==> config.mk <==
export PLATFORM = sky130hd
export DESIGN_NAME = io_rle_encoder
export DESIGN_NICKNAME = d
export VERILOG_FILES = /design/src/rtl/io_pkg.sv /design/src/rtl/io_nibble_packer.sv /design/src/rtl/io_rle_encoder.sv
export SDC_FILE = /design/constraint.sdc
export NUM_CORES = 1
export LEC_CHECK = 0
export CAP_MARGIN = 40
export CORE_ASPECT_RATIO = 2
export CORE_UTILIZATION = 55
export DETAILED_ROUTE_END_ITERATION = 10
export DONT_BUFFER_PORTS = 1
export PLACE_DENSITY = 0.81
export SYNTH_ARGS = -nofsm -noshare
export SYNTH_HDL_FRONTEND = slang
export SYNTH_HIERARCHICAL = 1
export SYNTH_SLANG_ARGS = --single-unit
==> constraint.sdc <==
create_clock -name clk -period 2.1 [get_ports clk]
set_input_delay 0 -clock clk [delete_from_list [all_inputs] [get_ports clk]]
set_output_delay 0 -clock clk [all_outputs]
set_load 0.02 [all_outputs]
==> src/rtl/io_pkg.sv <==
// Shared run-length nibble definitions for the io encoder/decoder pair.
package io_pkg;

  localparam int unsigned NIBBLE_W         = 4;
  localparam int unsigned NIBBLES_PER_WORD = 8;
  localparam int unsigned WORD_W           = NIBBLE_W * NIBBLES_PER_WORD;
  localparam int unsigned CNT_W            = 4;
  localparam int unsigned RUN_W            = 3;
  localparam logic [NIBBLE_W-1:0] RUN_PAD  = 4'h0;

  typedef enum logic [1:0] {
    ST_IDLE,
    ST_SHIFT,
    ST_EMIT,
    ST_FLUSH
  } io_state_e;

  typedef struct packed {
    logic             value;
    logic [RUN_W-1:0] run;
  } nibble_t;

endpackage

==> src/rtl/io_nibble_packer.sv <==
// Collects nibbles into a 32-bit word, oldest nibble ending up in bits 31:28.
module io_nibble_packer
  import io_pkg::*;
(
  input  logic              clk,
  input  logic              rst_n,
  input  logic              clear,
  input  logic              push,
  input  nibble_t           nib,
  output logic [WORD_W-1:0] word,
  output logic [CNT_W-1:0]  count
);

  always_ff @(posedge clk or negedge rst_n) begin
    if (!rst_n) begin
      word  <= '0;
      count <= '0;
    end else if (clear) begin
      word  <= '0;
      count <= '0;
    end else if (push) begin
      word  <= {word[WORD_W-NIBBLE_W-1:0], nib};
      count <= count + CNT_W'(1);
    end
  end

endmodule

==> src/rtl/io_rle_encoder.sv <==
// Run-length encodes a stream of variable-width fields into packed 4-bit {value, run} nibbles.
module io_rle_encoder
  import io_pkg::*;
#(
  parameter int unsigned IN_W    = 16,
  parameter int unsigned MAX_RUN = 7
) (
  input  logic            clk,
  input  logic            rst_n,
  input  logic            in_valid,
  output logic            in_ready,
  input  logic [IN_W-1:0] in_data,
  input  logic [4:0]      in_width,
  input  logic            in_last,
  output logic            out_valid,
  input  logic            out_ready,
  output logic [31:0]     out_data,
  output logic            out_last,
  output logic            busy
);

  localparam int unsigned LEN_W = 5;

  io_state_e          state;
  io_state_e          ret_state;
  logic [IN_W-1:0]    sreg;
  logic [LEN_W-1:0]   bits_left;
  logic               last_q;
  logic               run_val;
  logic [RUN_W-1:0]   run_cnt;

  logic               pk_clear;
  logic               pk_push;
  nibble_t            pk_nib;
  logic [WORD_W-1:0]  pk_word;
  logic [CNT_W-1:0]   pk_count;

  logic               cur_bit_c;
  logic               run_open_c;
  logic               extend_c;
  logic               close_c;
  logic               word_full_c;
  logic               field_done_c;
  logic [LEN_W-1:0]   eff_width_c;
  nibble_t            open_nib_c;
  io_state_e          shift_next_c;

  // Run decisions for the bit at the head of the shift register.
  always_comb begin
    cur_bit_c    = sreg[IN_W-1];
    run_open_c   = (run_cnt != '0);
    extend_c     = run_open_c && (cur_bit_c == run_val) && (run_cnt < RUN_W'(MAX_RUN));
    close_c      = run_open_c && !extend_c;
    word_full_c  = (pk_count == CNT_W'(NIBBLES_PER_WORD - 1));
    field_done_c = (bits_left == LEN_W'(1));
    eff_width_c  = (in_width > LEN_W'(IN_W)) ? LEN_W'(IN_W) : in_width;
    open_nib_c   = '{value: run_val, run: run_cnt};
    shift_next_c = ST_SHIFT;
    if (field_done_c) begin
      shift_next_c = last_q ? ST_FLUSH : ST_IDLE;
    end
  end

  // Packer control: closed runs while shifting, then closing run and padding while flushing.
  always_comb begin
    pk_push  = 1'b0;
    pk_clear = 1'b0;
    pk_nib   = open_nib_c;
    case (state)
      ST_SHIFT: pk_push = close_c;
      ST_FLUSH: begin
        if (run_open_c) begin
          pk_push = 1'b1;
        end else if (pk_count != CNT_W'(NIBBLES_PER_WORD)) begin
          pk_push = 1'b1;
          pk_nib  = nibble_t'(RUN_PAD);
        end
      end
      ST_EMIT:  pk_clear = out_ready;
      default:  ;
    endcase
  end

  io_nibble_packer u_packer (
    .clk   (clk),
    .rst_n (rst_n),
    .clear (pk_clear),
    .push  (pk_push),
    .nib   (pk_nib),
    .word  (pk_word),
    .count (pk_count)
  );

  always_ff @(posedge clk or negedge rst_n) begin
    if (!rst_n) begin
      state     <= ST_IDLE;
      ret_state <= ST_IDLE;
      sreg      <= '0;
      bits_left <= '0;
      last_q    <= 1'b0;
      run_val   <= 1'b0;
      run_cnt   <= '0;
      in_ready  <= 1'b0;
      out_valid <= 1'b0;
      out_data  <= '0;
      out_last  <= 1'b0;
      busy      <= 1'b0;
    end else begin
      case (state)
        ST_IDLE: begin
          in_ready <= 1'b1;
          busy     <= 1'b0;
          if (in_valid && in_ready) begin
            // Left-align the field so the head bit is always sreg[IN_W-1].
            sreg      <= IN_W'(in_data << (LEN_W'(IN_W) - eff_width_c));
            bits_left <= eff_width_c;
            last_q    <= in_last;
            if (eff_width_c != '0) begin
              state    <= ST_SHIFT;
              in_ready <= 1'b0;
              busy     <= 1'b1;
            end else if (in_last) begin
              state    <= ST_FLUSH;
              in_ready <= 1'b0;
              busy     <= 1'b1;
            end
          end
        end

        ST_SHIFT: begin
          sreg      <= sreg << 1;
          bits_left <= bits_left - LEN_W'(1);
          if (extend_c) begin
            run_cnt <= run_cnt + RUN_W'(1);
          end else begin
            run_val <= cur_bit_c;
            run_cnt <= RUN_W'(1);
          end
          if (close_c && word_full_c) begin
            state     <= ST_EMIT;
            ret_state <= shift_next_c;
            out_valid <= 1'b1;
            out_data  <= {pk_word[WORD_W-NIBBLE_W-1:0], open_nib_c};
            out_last  <= 1'b0;
          end else begin
            state <= shift_next_c;
            if (shift_next_c == ST_IDLE) begin
              in_ready <= 1'b1;
              busy     <= 1'b0;
            end
          end
        end

        ST_FLUSH: begin
          if (run_open_c) begin
            run_cnt <= '0;
          end else if (pk_count == CNT_W'(NIBBLES_PER_WORD)) begin
            state     <= ST_EMIT;
            ret_state <= ST_IDLE;
            out_valid <= 1'b1;
            out_data  <= pk_word;
            out_last  <= 1'b1;
          end
        end

        ST_EMIT: begin
          if (out_ready) begin
            out_valid <= 1'b0;
            out_last  <= 1'b0;
            state     <= ret_state;
            if (ret_state == ST_IDLE) begin
              in_ready <= 1'b1;
              busy     <= 1'b0;
            end
          end
        end

        default: state <= ST_IDLE;
      endcase
    end
  end

endmodule

==> impl_metrics.ini <==
[yosys]
yosysWarnings = 6
synth_area_mm2 = 0.00591
synth_area_per_cell_um2 = 9.70
ys_seq_area_frac = 0.432
synth_edf_count = 0
yosysTopAreaCell = dfrtp_1
synth_top_flop_cell = dfrtp_1
synth_area_leaders = dfrtp_1 (43%), mux2i_1 (15%), nor2_1 (7.3%)
synth_fp_nets = 646
ys_types = 66
synth.top_cell.area_share = 0.432
synth_cells = 609
ys_ff_latch = 102
async_reset_ff_frac = 1.00

[layout]
drive_gt1_frac = 0.135
final_nets = 653
area_growth_syn_to_layout_pct = 10.0
insertedDiodeCount = 0
layout_common_cells = nor2_1 (114), dfrtp_1 (101), mux2i_1 (89), a21oi_1 (51), nand2_1 (45)
fin_cells = 758
final_util = 0.620
mostFrequentLayoutCell = nor2_1

[placement]
io_buffers = 0
dpl.hpwl_mm = 9.92
post-place-cells = 735
place_congestion = 0.915
detailedPlace.worstSlack_ps = 3.99

[route]
wl_per_cell_um = 18.5
dr.pass1.iters = 4
drtAntennaViolNets = 0
drtIter0Drc = 327
route.final.wire_length_mm = 14.0
vias = 4633
via_per_inst = 6.11
route.detailed.drc = 0

[clock_tree]
htree_levels = 3
cts_sinks = 102
clockRootBuffer = clkbuf_16
clock_path_buffers = 2
clock_latency_ps = 340
cts.clk_slew.worst_paths_ps = 70
cts_tree = built
cts_buffers = 9
hold_buffers = 5

[power]
power_frac_clock = 0.165
leakage_uw = 0.00285
internal_power_uw = 5800
power_frac_seq = 0.402
combinationalPowerShare = 0.433
powerDensity_mw_per_mm2 = 1560
netSwitchingFraction = 0.428
p_switching_uw = 4350
ir_worst_vdd_uv = 693

[worst_setup_path]
critical_path_class = flop to flop
crit_path_max_fanout = 7
r2r-start = u_packer/count[1]$_DFFE_PN0P_
arrival_ps = 2240
startpoint = u_packer/count[1]$_DFFE_PN0P_
endpoint_kind = flop
start_kind = flop
worstPathRequired_ps = 2330

[floorplanning]
start_util = 0.564
fp.dieArea_mm2 = 0.0112
die_h_um = 149
design.core.area_mm2 = 0.0105
num_rows = 53
ioPinCount = 62
die_w_um = 75.3

[sta]
holdWs_ps = -649
min_period_ps = 2010
worst_slack_ps = 86.1
tightest_slew_ps = 566
hold_violations = 102
max_freq_mhz = 497
final.setup.tns_ps = 0
slew_violations = 0
finalSetupViolCount = 0
max_slew_margin = 0.618
skew_ps = 7.83
post-route-period-util = 0.959

[global_route]
grt_max_degree = 103
antenna_found_initial = 0
grt_pass1_vias = 4820
grt_first_pass_wirelength_mm = 22.5
grt.total_usage = 0.264
grt_overflow = 0

[run_status]
violations = hold timing
status = complete, but fails checks

[flow_run]
cap_viol_max_count = 0

[min_path]
hp-class = input port to asynchronous set/reset pin
sequential cells by signal, summed over array words and instances (netlist names), 2 cells and up:
register	cells
bits_left	5
ret_state	2
u_packer/word	32
run_cnt	3
u_packer/count	4
state	2
sreg	16
out_data	32
critical path: stages, from the launching register on:
cell and delay [ps]:
dfrtp_1 400, o41ai_2 600, nand2_1 140, a21o_1 250, nor3_1 170, mux2_2 350
power groups by stage:
stage          Sequential [uW]  Clock, uW  Combinational, uW
2_1_floorplan             3860          0               3430
3_3_place_gp              4010          0               4040
3_5_place_dp              4090          0               4250
4_1_cts                   4060       1720               4330
5_1_grt                   4220       1810               4880
6_report                  4080       1680               4400
cell type report:
class / instances / area (um2)
multi-input combinational: 453 / 3070
clock buffer: 9 / 225
tap: 137 / 171
timing repair buffer: 34 / 335
clock inverter: 7 / 78.8
sequential: 102 / 2550
inverter: 16 / 60.1
fill: 889 / 3980
cell usage after synthesis (all sizes together), types with 5 or more instances:
master and instances:
a21oi 54, a221oi 6, a22oi 5, a31oi 7
and3 6, buf 27, clkbuf 11, dfrtp 102
ha 11, inv 16, mux2 10, mux2i 91
nand2 45, nand2b 5, nand3 9, nor2 115
nor2b 6, o21ai 28, o22ai 9
layer usage:
layer  vias to the layer above  track usage  wire length, um
li1                       2165            -                -
met1                      2258        0.257             4750
met2                       154        0.486             7960
met3                        56       0.0427              497
met4                         0        0.168              821
met5                         -            0                0
path summary, 6_finish.rpt:
| path | end | slack [ps] | cells past startpoint |
|---|---|---|---|
| hold / removal | out_valid$_DFFE_PN0P_ | -650 | 0 |
| max in group asynchronous | out_data[6]$_DFFE_PN0P_ | 2580 | 0 |
| min in group clk | in_ready$_DFFE_PN0P_ | 10 | 3 |
| setup reg to reg | out_last$_DFFE_PN0P_ | 90 | 5 |
| hold reg to reg | sreg[0]$_DFFE_PN0P_ | 500 | 1 |
| setup / recovery | out_last$_DFFE_PN0P_ | 90 | 5 |
kinds of logic after synthesis:
| family | Yosys count | synth area share |
|---|---|---|
| simple gates | 202 | 0.150 |
| xor+xnor | 5 | 0.00868 |
| flops | 102 | 0.432 |
| mux | 104 | 0.190 |
| compound gates | 131 | 0.140 |
| fa+ha+maj | 11 | 0.0233 |
| buf+inv | 54 | 0.0557 |
through the flow:
stage | area [um2] | total power [uW]
finish | 6500 | 10200
global route | 6500 | 10900
CTS | 6430 | 10100
detailed placement | 6070 | 8340
global placement | 6070 | 8050
floorplan | 5910 | 7290
timing repair:
item / 4_1_cts / 5_1_grt
cloned: 0 / 1
setup endpoints to repair: 1 / 14
pin swaps: 0 / 2
endpoints found under the hold margin: 110 / 102
buffers inserted: 0 / 1
gates resized for setup: 1 / 7
Note: power is estimated with default switching activity, not from simulation.
